`config.mk`:
```
export PLATFORM = sky130hd
export DESIGN_NAME = dotprod_seq_ctrl
export DESIGN_NICKNAME = d
export VERILOG_FILES = /design/src/rtl/dotprod_seq_ctrl.sv
export SDC_FILE = /design/constraint.sdc
export NUM_CORES = 1
export LEC_CHECK = 0
export ABC_AREA = 1
export CAP_MARGIN = 10
export CORE_UTILIZATION = 38
export DETAILED_ROUTE_END_ITERATION = 12
export PLACE_DENSITY = 0.67
export SETUP_SLACK_MARGIN = 0.15
export SLEW_MARGIN = 0
export SYNTH_ARGS = -nofsm -noshare
export SYNTH_HDL_FRONTEND = slang
export SYNTH_SLANG_ARGS = --single-unit
```
`constraint.sdc`:
```
create_clock -name clk -period 3.55 [get_ports clk]
set_clock_uncertainty 0.1 [all_clocks]
set_input_delay 0.5325 -clock clk [delete_from_list [all_inputs] [get_ports clk]]
set_output_delay 0.5325 -clock clk [all_outputs]
set_load 0.01 [all_outputs]
```
`src/rtl/dotprod_seq_ctrl.sv`:
```
// Sequencer and accumulator for a LEN-wide dot-product datapath computing C = A x B.
// Optional: define DOTPROD_SEQ_SATURATE_EN for signed saturating accumulation.
module dotprod_seq_ctrl #(
  parameter int N     = 32,
  parameter int LEN   = 4,
  parameter int DIM_W = 5
) (
  input  logic             clk,
  input  logic             reset_n,
  input  logic             start,
  input  logic [DIM_W-1:0] cfg_m,
  input  logic [DIM_W-1:0] cfg_n,
  input  logic [DIM_W-1:0] cfg_kc,
  output logic             busy,
  output logic             done,
  output logic             err_cfg,
  output logic             rd_en,
  output logic [DIM_W-1:0] rd_row,
  output logic [DIM_W-1:0] rd_col,
  output logic [DIM_W-1:0] rd_chunk,
  input  logic [N-1:0]     dp_result,
  output logic             res_valid,
  input  logic             res_ready,
  output logic [N-1:0]     res_data,
  output logic [DIM_W-1:0] res_row,
  output logic [DIM_W-1:0] res_col
);

  if (LEN < 1) begin : g_bad_len
    $error("LEN must be at least 1");
  end

  typedef enum logic [2:0] {S_IDLE, S_ISSUE, S_DRAIN, S_OUT, S_DONE, S_ERR} state_t;

  localparam logic [DIM_W-1:0] ONE = {{(DIM_W-1){1'b0}}, 1'b1};

  state_t           state_q, state_d;
  logic [DIM_W-1:0] m_q, m_d, n_q, n_d, kc_q, kc_d;
  logic [DIM_W-1:0] r_q, r_d, c_q, c_d, k_q, k_d;
  logic             err_q, err_d;
  logic             vld_p1_q, first_p1_q;
  logic signed [N-1:0] acc_q, acc_d;

`ifdef DOTPROD_SEQ_SATURATE_EN
  localparam logic signed [N-1:0] ACC_MAX = {1'b0, {(N-1){1'b1}}};
  localparam logic signed [N-1:0] ACC_MIN = {1'b1, {(N-1){1'b0}}};

  logic clamp_q, clamp_d;

  // Returns {overflow, clamped sum}.
  function automatic logic [N:0] sat_add(input logic signed [N-1:0] a,
                                         input logic signed [N-1:0] b);
    logic signed [N-1:0] s;
    logic                ovf;
    s   = a + b;
    ovf = (a[N-1] == b[N-1]) && (s[N-1] != a[N-1]);
    if (ovf) s = a[N-1] ? ACC_MIN : ACC_MAX;
    return {ovf, s};
  endfunction

  always_comb begin
    acc_d   = acc_q;
    clamp_d = clamp_q;
    if (vld_p1_q) begin
      if (first_p1_q) begin
        acc_d   = $signed(dp_result);
        clamp_d = 1'b0;
      end else if (!clamp_q) begin
        {clamp_d, acc_d} = sat_add(acc_q, $signed(dp_result));
      end
    end
  end

  always_ff @(posedge clk or negedge reset_n) begin
    if (!reset_n) clamp_q <= 1'b0;
    else          clamp_q <= clamp_d;
  end
`else
  function automatic logic signed [N-1:0] wrap_add(input logic signed [N-1:0] a,
                                                   input logic signed [N-1:0] b);
    return a + b;
  endfunction

  always_comb begin
    acc_d = acc_q;
    if (vld_p1_q) acc_d = first_p1_q ? $signed(dp_result) : wrap_add(acc_q, $signed(dp_result));
  end
`endif

  always_comb begin
    state_d   = state_q;
    m_d       = m_q;
    n_d       = n_q;
    kc_d      = kc_q;
    r_d       = r_q;
    c_d       = c_q;
    k_d       = k_q;
    err_d     = err_q;
    rd_en     = 1'b0;
    res_valid = 1'b0;
    done      = 1'b0;
    case (state_q)
      S_IDLE: begin
        if (start) begin
          m_d   = cfg_m;
          n_d   = cfg_n;
          kc_d  = cfg_kc;
          err_d = 1'b0;
          if (cfg_m == '0 || cfg_n == '0 || cfg_kc == '0) begin
            err_d   = 1'b1;
            state_d = S_ERR;
          end else begin
            r_d     = '0;
            c_d     = '0;
            k_d     = '0;
            state_d = S_ISSUE;
          end
        end
      end
      S_ISSUE: begin
        rd_en = 1'b1;
        if (k_q == kc_q - ONE) begin
          k_d     = '0;
          state_d = S_DRAIN;
        end else begin
          k_d = k_q + ONE;
        end
      end
      S_DRAIN: state_d = S_OUT;
      S_OUT: begin
        res_valid = 1'b1;
        if (res_ready) begin
          if (c_q < n_q - ONE) begin
            c_d     = c_q + ONE;
            state_d = S_ISSUE;
          end else if (r_q < m_q - ONE) begin
            c_d     = '0;
            r_d     = r_q + ONE;
            state_d = S_ISSUE;
          end else begin
            state_d = S_DONE;
          end
        end
      end
      S_DONE: begin
        done    = 1'b1;
        state_d = S_IDLE;
      end
      S_ERR: begin
        done    = 1'b1;
        state_d = S_IDLE;
      end
      default: state_d = S_IDLE;
    endcase
  end

  always_ff @(posedge clk or negedge reset_n) begin
    if (!reset_n) begin
      state_q    <= S_IDLE;
      m_q        <= '0;
      n_q        <= '0;
      kc_q       <= '0;
      r_q        <= '0;
      c_q        <= '0;
      k_q        <= '0;
      err_q      <= 1'b0;
      vld_p1_q   <= 1'b0;
      first_p1_q <= 1'b0;
      acc_q      <= '0;
    end else begin
      state_q    <= state_d;
      m_q        <= m_d;
      n_q        <= n_d;
      kc_q       <= kc_d;
      r_q        <= r_d;
      c_q        <= c_d;
      k_q        <= k_d;
      err_q      <= err_d;
      // p1: read issued last cycle, its dp_result is on the bus now
      vld_p1_q   <= rd_en;
      first_p1_q <= rd_en && (k_q == '0);
      acc_q      <= acc_d;
    end
  end

  assign busy     = (state_q != S_IDLE);
  assign err_cfg  = err_q;
  assign rd_row   = r_q;
  assign rd_col   = c_q;
  assign rd_chunk = k_q;
  assign res_data = acc_q;
  assign res_row  = r_q;
  assign res_col  = c_q;

endmodule

```
### Word-level counts from Yosys, hierarchy flattened

Index checks and enable logic that the tools add are counted.

* add/sub/neg operators: 7
* $mul: 0
* div/mod/pow operators: 0
* magnitude comparators: 2
* equality and inequality tests: 13
* shift operators: 0
* mux-type cells: 24
* bitwise operators: 0
* reductions and logical operators: 17

Operators by type and width (count)
* 5-bit 2-to-1 mux: 9
* 32-bit adder: 1
* 32-bit 2-to-1 mux: 1
* 5-bit case mux with 2 select lines: 3
* 5-bit logical NOT: 4
* 3-bit 2-to-1 mux: 6
* 5-bit by 1-bit adder with 5-bit output, second input constant: 3
* 5-bit by 1-bit subtractor with 5-bit output, second input constant: 3
* 2-bit != test, second input constant: 6
* 3-bit case mux with 4 select lines: 1
* 5-bit < comparator: 2
* 3-bit by 2-bit equality test with 1-bit output, second input constant: 2
* 3-bit equality test, second input constant: 2
* 3-bit AND reduction: 2
* 6-bit AND reduction: 1
* 5-bit equality test: 1
* 5-bit AND reduction: 1
* 1-bit 2-to-1 mux: 4
* 2-bit nonzero test: 2
* 3-bit by 1-bit equality test with 1-bit output, second input constant: 1
* 3-bit logical NOT: 1
* 3-bit != test, second input constant: 1
* 3-bit nonzero test: 1
* 1-bit logical OR: 2
* 3 further kinds: 3

* register bits: 68
* latch bits: 0
* RAM bits: 0
* bits in read-only memories: 0
* output and inout bits: 62
* word-level logic and storage cells: 74
* memories: 0

### Depth between registers and ports, before layout

Gate-level depths: netlist of run 1.

* depth after elaboration: 6
* mapped depth: 16
* depth with buffers taken out: 16

### Least setup slack after synthesis of run 1

No wires, ideal clock.

* path kind: flip-flop to flip-flop
* start: register n_q[0]
* end: register c_q[0] (netlist: rd_col[0])
* arrival: 1.931 ns
* data required time: 3.330 ns
* setup slack: 1.399 ns
* cell stages (with the launch flop): 16
* path buffers: 0
* cell sequence: dfrtp_1 > inv_1 > ha_1 > nand2_1 > xor2_1 > ha_1 > nand2_1 > inv_1 > o21ai_0 > nand3_1 > nand2_1 > nand2_1 > nand2_1 > nand2_4 > nor2_1 > a21oi_2

* cells in the longest elaborated chain, start to end: 5
* elaborated cells between the ends (all ways): 7
* those cells by class: 1 x add/sub; 1 x order compare; 1 x eq/ne; 3 x mux; 1 x reduce/logical

RTL lines
* start, declared: RTL line 38 `logic [DIM_W-1:0] m_q, m_d, n_q, n_d, kc_q, kc_d;`
* start signal, assigned: RTL line 173 `n_q <= n_d;`
* 5-bit by 1-bit subtractor with 5-bit output (*): RTL line 133 `if (c_q < n_q - ONE) begin`
* 5-bit < comparator (*): RTL line 133
* 5-bit 2-to-1 mux: RTL line 133
* 5-bit 2-to-1 mux: RTL line 132 `if (res_ready) begin`
* 5-bit case mux with 2 select lines: RTL line 102 `case (state_q)`
* end signal, assigned: RTL line 164 `c_q <= '0;`
* end signal, assigned: RTL line 176 `c_q <= c_d;`
* end, declared: RTL line 39 `logic [DIM_W-1:0] r_q, r_d, c_q, c_d, k_q, k_d;`

Every way passes the cells marked *; elsewhere a longest branch is shown, timed or not. The select of a mux whose other input is x is not followed.
A chain may end at the register's enable or synchronous reset.

### Worst setup path in the final report of run 1

* start: register state_q[1]
* end: output rd_en

* cells in the longest elaborated chain, start to end: 2

RTL lines
* start, declared: RTL line 37 `state_t state_q, state_d;`
* start signal, assigned: RTL line 171 `state_q <= state_d;`
* 3-bit by 1-bit equality test with 1-bit output: RTL line 102
* 1-bit 2-to-1 mux: RTL line 102
* end, declared: RTL line 17 `output logic rd_en,`

Every way passes these cells.

==> summary.txt, run 1 <==
Tightest Pin Transition = 0.927 ns
Power per Cell Area = 873 nW/um^2
CP Launch Type = flop
Peak Freq = 359 MHz
Vias per cell = 4.67
TritonCTS Buffers = 9
Final min period = 2.79 ns
Area Growth Syn to Fin = 26.0%
Detailed Route Iter0 Violations = 307
Crit. End Element = primary output
Commonest cells after routing, fill and taps aside = nand2_1 (362), inv_1 (159), clkdlybuf4s50_1 (111)
Total number of vias = 6146
Ys Warns = 0
IO Count = 113
Die area = 16600 um^2
Max-Cap Viols = 0
Worst-path fanout max = 9
Sum Neg Setup Slack = 0 ns
Clk Latency, worst-skew pair = 0.34 ns
Area of the mapped netlist = 6120 um^2
Final hold vios = 0
Clock Tree Root = clkbuf_16
GPL Wtd Cong = 0.895
Synth area leader = dfrtp_1
Sequential area share after synthesis = 27.8%
Area share of the largest cell type after synthesis = 27.8%
# hold bufs at CTS = 0
Initial antenna violation count = 0
Post-Syn Area per Cell = 6.17 um^2
Chip height = 129 um
Total leakage power = 4.23 nW
Total gr overflow = 0
Fill count = 1680
Final Max Slew Viols = 0
Final ANT Viol Nets = 0
Post_cts resized = 0
CP required = 2.92 ns
Max VDD drop = 0.325 mV
Status = finished clean
FF/Latch Area = 1700 um^2
Longest Clk Path Bufs = 2
Placed inst area = 7400 um^2
Share of cells above drive strength 1 = 3.09%
Fin area = 7710 um^2
Top cells by area, synth = dfrtp_1 (28%), nand2_1 (22%), inv_1 (9.8%), ha_1 (9.4%), nor2_1 (6.6%)
Post-CTS Setup Bufs = 0
Remaining routing DRC violations = 0
Starting density of the core = 38.8%
Footprint of the multi-input gates = 3670 um^2
Final setup fails = 0
Clock-pin slew on the worst setup and hold paths = 0.06 ns
Port-buffer cells = 112
#FFs+latches synth = 68
FP Rows = 46
Post-Syn Instances = 992
First-pass GRT wire length = 26900 um
Nets = 1193
Router iterations before antenna repair = 5
Core box area = 15800 um^2
Syn nets = 1090
Dpl hpwl = 12500 um
Wire per inst = 12.2 um
Library cells used by synthesis = 34
Vias in the first global route = 5661
Final wirelength = 16100 um
Worst endpoint data arrival time = 2.15 ns
CP Class = flop to primary output
RSZ-0062 raised after global routing = false
Diodes inserted = 0
Ratio of final minimum period to clock period = 78.5%
Die width = 129 um
Commonest non-fill, non-tap cell in the layout = nand2_1
Sink Count = 68
Relative slew margins = 38.2%
GRT Total Usage = 20.6%
CTS tree = built
Hold Crit Class = input pin to async pin
H-tree level count = 3
Largest net degree at the start of global routing = 69
sequential cells by signal, indices dropped and copies added, names as in the netlist:
signal      cells
err_cfg         1
first_p1_q      1
kc_q            5
m_q             5
n_q             5
rd_chunk        5
rd_col          5
rd_row          5
res_data       32
state_q         3
vld_p1_q        1
power breakdown:
group	leakage, nW	switching (W)	internal [W]
sequential	0.855	0.000326	0.00112
combinational	3.22	0.00258	0.00176
clock	0.147	0.000386	0.000554
total	4.23	0.00330	0.00343
through the flow:
stage                     hold slack (ns)  setup WS [ns]  total power [W]  std cells  util, %
after global placement              0.375          0.718          0.00574       1300     46.9
after detailed placement            0.376          0.667          0.00581       1300     46.9
final                               0.283          0.764          0.00673       1316     48.9
after floorplan                     0.137           1.40          0.00443        992        -
after CTS                           0.353          0.776          0.00678       1316     48.9
after global routing                0.403          0.621          0.00750       1316     48.9
critical path: stages (launching register included):
cell and delay (ns):
dfrtp_1 0.41, nor2_1 0.19, inv_1 0.08, nor2_1 0.46
clkdlybuf4s50_1 0.68
metal layers:
metal  GRT usage (%)  part of all wire (%)
met1            27.4                    49
met5               0                     0
met2            34.3                    45
met4            5.12                   1.0
met3            3.91                   5.0
cell families (layout without fill, tap and decap cells):
group / after synthesis / after routing / synth area share (%)
AOI/OAI and AO/OA: 93 / 93 / 8.08
xor gates and xnor gates: 32 / 32 / 4.58
adders and majority gates: 47 / 47 / 9.74
buffers and inverters: 188 / 296 / 12.2
DFF: 68 / 68 / 27.8
and+or+nand+nor: 564 / 564 / 37.5
area by class of cell:
class	instances	share of cell area (%)
flip-flops and latches	68	22.1
clock inverters	7	1.06
repair buffers	116	14.9
multi-input cells	736	47.6
inverters	164	8.02
clock buffers	9	2.92
well taps	216	3.51
final timing paths:
kind                               endpoint  slack (ns)  depth (start not counted)       start
worst max-delay path                  rd_en        0.76                          4  state_q[1]
worst min-delay path            res_data[4]        0.28                          2     reset_n
worst max register to register    rd_row[0]        1.10                         16      n_q[0]
worst min register to register      err_cfg        0.40                          2     err_cfg
max in group asynchronous       res_data[8]        2.43                          2     reset_n
min in group clk                    err_cfg        0.40                          2     err_cfg
cell usage after synthesis:
| library cell | count |
|---|---|
| nor3_1 | 10 |
| inv_2 | 2 |
| buf_4 | 10 |
| buf_2 | 2 |
| fa_1 | 1 |
| clkinv_1 | 1 |
| a21o_1 | 1 |
| inv_4 | 1 |
| xnor2_1 | 12 |
| o211ai_1 | 5 |
| nor3_4 | 1 |
| dfrtp_1 | 68 |
| nand2_1 | 362 |
| clkbuf_1 | 11 |
| o21bai_1 | 2 |
| o21ai_0 | 53 |
| buf_1 | 1 |
| or2_2 | 2 |
| or2_4 | 1 |
| nor2_1 | 107 |
| nand2_2 | 1 |
| xor2_1 | 20 |
| a21boi_0 | 1 |
| inv_1 | 160 |
| and3_1 | 2 |
| nand4_1 | 7 |
| nand2_4 | 2 |
| nand3b_1 | 2 |
| nand3_1 | 65 |
| a21oi_1 | 29 |
| a21oi_2 | 1 |
| nor2_4 | 2 |
| o21a_1 | 1 |
| ha_1 | 46 |
Power figures use the tool's default switching activity.
==> run 2, diff against run 1 <==
Clock period 3.55 ns to 2.6 ns, I/O delays scaled along.
==> summary.txt, run 2 (same netlist as run 1, synthesis figures left out) <==
Status = finished clean
PnR Total Power = 0.00953 W
Sink Count = 68
Router iterations before antenna repair = 7
Crit. End Element = primary output
CP Buf/Inv Count = 2
Worst Hold Slack = 0.404 ns
Commonest cells after routing, fill and taps aside = nand2_1 (359), inv_1 (158), clkdlybuf4s50_1 (111)
Crit-path cells = nor2_1, inv_1, nor2_1, clkdlybuf4s50_1
Wire length on met2 = 7410 um
Die width = 129 um
Nets = 1214
Peak Freq = 428 MHz
Clk Latency, worst-skew pair = 0.34 ns
CP required = 2.11 ns
Relative slew margins = 63.4%
Met1 wire length = 7750 um
Total number of vias = 6224
Longest Clk Path Bufs = 2
CTS tree = built
CP Launch Type = flop
Starting density of the core = 38.8%
Die area = 16600 um^2
Final Max Slew Viols = 0
Initial antenna violation count = 0
Worst-path fanout max = 4
Share of cells above drive strength 1 = 5.71%
Power per Cell Area = 1200 nW/um^2
Top layer in use = met4
CP top delay family = buffers and inverters
Most frequent CP cell = nor2_1
Largest net degree at the start of global routing = 69
Largest register FFs = 32
Diodes inserted = 0
Final wirelength = 16300 um
Hold Crit Class = flop to flop
TritonCTS Buffers = 9
Final core utilization = 50.3%
Final min period = 2.34 ns
IO Count = 113
Met3 WL = 853 um
GPL Wtd Cong = 0.942
Total leakage power = 4.35 nW
Detailed Route Iter0 Violations = 362
Clock Tree Root = clkbuf_16
R2r endpoint = rd_row[0]
Crit path from = state_q[1]
Vias per cell = 4.66
Dpl hpwl = 12400 um
Ratio of final minimum period to clock period = 89.9%
Largest stage delay on the critical path = 0.61 ns
Final ANT Viol Nets = 0
Worst endpoint data arrival time = 1.85 ns
Clock-pin slew on the worst setup and hold paths = 0.06 ns
RSZ-0062 raised after global routing = true
Max VDD drop = 0.595 mV
GRT Total Usage = 20.3%
FF-to-FF Start = m_q[0]
Area Growth Syn to Fin = 29.8%
Hold EP = err_cfg
FP Rows = 46
Slowest cell on the critical path = clkdlybuf4s50_1
Vias in the first global route = 5499
Wire per inst = 12.2 um
CP Class = flop to primary output
Worst R2R Setup Slack = 0.31 ns
Hold Path Origin = err_cfg
Port-buffer cells = 112
H-tree level count = 3
Final hold vios = 0
Chip height = 129 um
Total gr overflow = 0
Core box area = 15800 um^2
Max-Cap Viols = 0
Remaining routing DRC violations = 0
Final setup fails = 0
Tightest Pin Transition = 0.549 ns
Commonest non-fill, non-tap cell in the layout = nand2_1
Reg2reg path depth = 16
First-pass GRT wire length = 26500 um
Worst hold stages = 2
==> run 2: per-stage QoR <==
step                std cells  area, um^2  setup TNS [ns]  setup slack [ns]
detailed placement       1316        7550          -0.104           -0.0418
CTS                      1333        7870               0             0.164
global placement         1316        7550        -0.00855          -0.00855
global route             1337        7940               0             0.107
floorplan                 992        6120               0             0.449
finish                   1337        7940               0             0.262
==> run 2: worst max path at each step <==
stage,cells after the start,slack [ns],endpoint
after global routing,16,0.11,rd_row[0]
after detailed placement,14,-0.04,res_data[28]
after floorplan,15,0.45,rd_col[0]
final,4,0.26,rd_en
after CTS,5,0.16,busy
after global placement,14,-0.009,res_data[28]
==> run 2: layout make-up <==
cell class	instances	area [um^2]
Inverter	164	618
Fill cell	1639	7830
Tap cell	216	270
Multi-Input combinational cell	737	3710
Timing Repair Buffer	136	1320
Sequential cell	68	1700
Clock buffer	10	239
Clock inverter	6	71.3
==> run 2: worst min-delay path: stages (launching register included) <==
cell,delay [ns]
dfrtp_1,0.35
nand2_1,0.06
nand2_1,0.06
==> run 2: report_power, final <==
part / leakage [nW] / internal (W) / switching (W)
registers: 0.855 / 0.00152 / 0.000451
clock network: 0.146 / 0.000778 / 0.000529
logic: 3.35 / 0.00264 / 0.00361
==> run 2: what timing repair did <==
action | 4_1_cts | 5_1_grt
setup endpoints to repair | 0 | 15
setup buffers | 0 | 3
hold buffers | 1 | 0
endpoints found under the hold margin | 43 | 0
resized for setup | 0 | 15
==> run 2: routing by layer <==
layer	up-vias	global-route usage (%)
met5	-	0
met4	0	6.85
met3	17	3.08
met2	142	33.4
met1	2751	27.0
li1	3314	-
==> run 3, diff against run 2 <==
Settings changed: CAP_MARGIN 10 to 5.
==> results of run 3 <==
Final layout, timing and power as in run 2 (identical DEF).
==> edit 1, RTL diff (flow settings as in run 2) <==
Build with the macro `DOTPROD_SEQ_SATURATE_EN` defined.
--- a/src/rtl/dotprod_seq_ctrl.sv
+++ b/src/rtl/dotprod_seq_ctrl.sv
@@ -1,4 +1,6 @@
 // Sequencer and accumulator for a LEN-wide dot-product datapath computing C = A x B.
 // Optional: define DOTPROD_SEQ_SATURATE_EN for signed saturating accumulation.
+`define DOTPROD_SEQ_SATURATE_EN
+
 module dotprod_seq_ctrl #(
   parameter int N     = 32,
Function: changed (Yosys sat finds a counterexample within 10 cycles, from zero or initial values and one cycle with reset_n low).
==> edit 1 against run 2 <==
Synthesized area is 1.1% lower; setup slack worse by 0.023 ns; clock power is 3% higher; routed wire length is 14% higher; critical endpoint is now res_data[23]$_DFFE_PN0P_; sequential cell count is 1 higher; design area is 17% higher; sequential power is 4% higher; total power is 29% higher; synthesized cell count is 6.7% lower; largest cell class unchanged.
==> edit 1: results (changes against run 2) <==
io_buffer_count: 112  # unchanged
status: "finished clean"  # unchanged
p_leak_nw: 4.88  # was 4.35 nW
grt_usage_pct: 22.4  # was 20.3%
ys_top_cells_by_count: "346 x nand2_1, 136 x nor2_1, 76 x inv_1"  # was 362 x nand2_1, 160 x inv_1, 107 x nor2_1
yosysSeqAreaShare_pct: 28.6  # was 27.8%
first_pass_iters: 5  # was 7
synth_nets: 1024  # was 1090
insertion_delay_ns: 0.36  # was 0.34 ns
grt_pass1_wl_um: 29100  # was 26500 um
grt_max_degree: 42  # was 69
finalNonFillerCells: 1366  # was 1337
num_vias: 6636  # was 6224
hpwl_um: 13600  # was 12400 um
ir_drop_v: 0.000667  # was 0.000595 V
worstPathArrival_ns: 2.51  # was 1.85 ns
fillCellCount: 1424  # was 1639
clkSlewWorstSetupHoldPaths_ns: 0.07
switching_share_pct: 45.8  # was 48.1%
drt-initial-drc-count: 360  # was 362
crit_fanout: 6  # was 4
num_antenna_cells: 0  # unchanged
drive_gt1_share_pct: 23.5  # was 5.71%
syn_avg_cell_area_um2: 6.53  # was 6.17 um^2
place.gp.congestion: 0.929  # was 0.942
drt_wl_total_um: 18600  # was 16300 um
dp_slack_ns: -0.230  # was -0.0418 ns
worstHoldPathType: "in2reg"  # was reg2reg
place_area_um2: 8110  # was 7550 um^2
synth_area_leaders: "dfrtp_1 29%, nand2_1 21%, ha_1 9.5%"  # was dfrtp_1 28%, nand2_1 22%, inv_1 9.8%
post-place-cells: 1332  # was 1316
synthDistinctLibCells: 45  # was 34
tightest_slew_ns: 0.578  # was 0.549 ns
grt_pass1_vias: 6257  # was 5499
nNetsFinal: 1248  # was 1214
edit 1: changes by cell type after synthesis, sizes merged, moves of 4 or more:
cell / run 2 / this run
nor2: 109 / 138
o21ai: 53 / 30
xor2: 20 / 26
buf: 13 / 17
inv: 163 / 78
a21oi: 30 / 46
nand3: 65 / 36
o21bai: 2 / 6
edit 1: final timing paths:
path	start	end	slack (ns)	depth (start not counted)
worst max-delay path	dp_result[15]	res_data[23]$_DFFE_PN0P_	0.24	16
worst min-delay path	dp_result[2]	res_data[2]$_DFFE_PN0P_	0.33	5
worst max register to register	res_data[21]$_DFFE_PN0P_	res_data[23]$_DFFE_PN0P_	0.24	15
worst min register to register	err_cfg$_DFFE_PN0P_	err_cfg$_DFFE_PN0P_	0.39	2
max in group asynchronous	reset_n	res_data[20]$_DFFE_PN0P_	1.35	3
min in group asynchronous	reset_n	res_data[4]$_DFFE_PN0P_	0.47	2
edit 1: layout make-up:
cell class | count | area, um^2 | share of cell area (%)
multi-input cells | 750 | 4430 | 47.7
repair buffers | 241 | 2250 | 24.2
flip-flops and latches | 69 | 1730 | 18.6
inverters | 79 | 302 | 3.24
clock buffers | 12 | 267 | 2.87
well taps | 211 | 264 | 2.84
clock inverters | 4 | 55.1 | 0.592
edit 1: timing repair:
action | in CTS | in global routing
endpoints found under the setup margin | 25 | 44
gates cloned | 0 | 3
endpoints found under the hold margin | 39 | 0
hold buffers | 1 | 0
pin swaps | 2 | 47
buffers inserted | 1 | 13
gates resized for setup | 3 | 143
edit 1: worst max-delay path, stage by stage:
cell             delay [ns]
clkdlybuf4s50_1        0.47
ha_4                   0.32
nand2_1                0.09
nor2_2                 0.14
nand2_2                0.08
nor2_2                 0.14
nand2_4                0.09
nand2_4                0.10
nand2_4                0.06
nand3_4                0.11
nand2_8                0.10
clkbuf_16              0.18
nand2_1                0.06
nand2_1                0.05
nand2_1                0.06
nand2_1                0.04
edit 1: per-layer routing:
metal	routed length [um]	GRT usage [%]
met5	0	0
met4	259	5.19
met3	976	5.01
met2	9450	40.1
met1	7930	27.1
edit 1: power by group through the flow:
stage	Clock (mW)	Combinational (mW)	Sequential [mW]
floorplan	0	4.51	2.01
global placement	0	7.53	1.97
detailed placement	0	7.61	1.98
CTS	1.38	7.70	1.96
global route	1.42	9.81	2.11
finish	1.35	8.87	2.06
edit 1: cells by family after synthesis:
logic type	share of synthesized area, %
XOR/XNOR	5.36
adder cells (fa/ha/maj)	9.85
AND/OR/NAND/NOR	39.1
buffers and inverters	8.28
AO/OA/AOI/OAI	8.88
flip-flops	28.6
==> edit 2, RTL diff (flow settings as in run 2) <==
Made on the original files. The 6 states of `state_t` get a one-hot encoding in 6 bits.
--- a/src/rtl/dotprod_seq_ctrl.sv
+++ b/src/rtl/dotprod_seq_ctrl.sv
@@ -31,5 +31,5 @@
   end
 
-  typedef enum logic [2:0] {S_IDLE, S_ISSUE, S_DRAIN, S_OUT, S_DONE, S_ERR} state_t;
+  typedef enum logic [5:0] {S_IDLE = 6'b000001, S_ISSUE = 6'b000010, S_DRAIN = 6'b000100, S_OUT = 6'b001000, S_DONE = 6'b010000, S_ERR = 6'b100000} state_t;
 
   localparam logic [DIM_W-1:0] ONE = {{(DIM_W-1){1'b0}}, 1'b1};
Function: no difference found for any inputs over 10 cycles, from zero or initial values and one cycle with reset_n low; not proved beyond that.
==> edit 2 against run 2 <==
Critical path depth rose by 8; total power down 8.2%; die area increased by 1.7%; synthesized area is 1.8% higher; setup slack gained 0.0099 ns; sequential cell count grew 3; routed wire length rose by 1.5%; design area decreased by 0.35%; count of clock-buffer cells in the layout unchanged; cell count shrank 0.67%; largest cell class unchanged.
==> edit 2: results (changes against run 2) <==
grt_pass1_wl_um: 27400  # was 26500 um
p_leak_nw: 4.31  # was 4.35 nW
grt_max_degree: 72  # was 69
place_area_um2: 7590  # was 7550 um^2
worstPathArrival_ns: 2.50  # was 1.85 ns
regToRegEndpoint: "rd_col[1]$_DFFE_PN0P_"  # was rd_row[0]$_DFFE_PN0P_
nNetsFinal: 1205  # was 1214
drt-initial-drc-count: 265  # was 362
crit_slowest_cell: "dfrtp_1"  # was clkdlybuf4s50_1
max_freq_ghz: 0.429  # was 0.428 GHz
dp_slack_ns: -0.127  # was -0.0418 ns
drive_gt1_share_pct: 6.21  # was 5.71%
synth_area_leaders: "dfrtp_1 28%, nand2_1 22%, ha_1 9.2%"  # was dfrtp_1 28%, nand2_1 22%, inv_1 9.8%
critPathKind: "reg2reg"  # was reg2out
post-place-cells: 1310  # was 1316
place.gp.congestion: 0.935  # was 0.942
ir_drop_v: 0.000540  # was 0.000595 V
grt_usage_pct: 20.6  # was 20.3%
holdWs_ns: 0.0809  # was 0.404 ns
first_pass_iters: 5  # was 7
worstHoldPathType: "in2async"  # was reg2reg
crit_family: "simple AND/OR/NAND/NOR gates"  # was buffers and inverters
status: "finished clean"  # unchanged
yosysSeqAreaShare_pct: 28.6  # was 27.8%
reg2reg_depth: 12  # was 16
cts_resized: 1  # was 0
drt_wl_total_um: 16500  # was 16300 um
hpwl_um: 12600  # was 12400 um
grt_pass1_vias: 5812  # was 5499
edit 2: where the power goes:
part,switching [mW],internal [mW]
clock,0.533,0.651
combinational,3.26,2.33
sequential,0.418,1.55
edit 2: cell families after synthesis:
kind of cell	after synthesis	share of synthesized area (%)
AND/OR/NAND/NOR	577	37.9
buffers and inverters	179	11.7
XOR/XNOR	34	4.78
AO/OA/AOI/OAI	84	7.46
flip-flops	71	28.6
adder cells (fa/ha/maj)	47	9.57
edit 2: area by class of cell:
class	instances	area, um^2
flip-flops and latches	71	1780
repair buffers	131	1260
well taps	216	270
inverters	151	569
fillers	1693	8030
clock inverters	6	46.3
multi-input cells	743	3750
clock buffers	10	229
edit 2: per-layer routing:
layer | share of wire [%] | track usage (%) | routed length (um)
met2 | 48 | 35.7 | 8010
met3 | 5.3 | 4.22 | 876
met4 | 2.1 | 7.05 | 340
met5 | 0 | 0 | 0
met1 | 44 | 25.4 | 7300
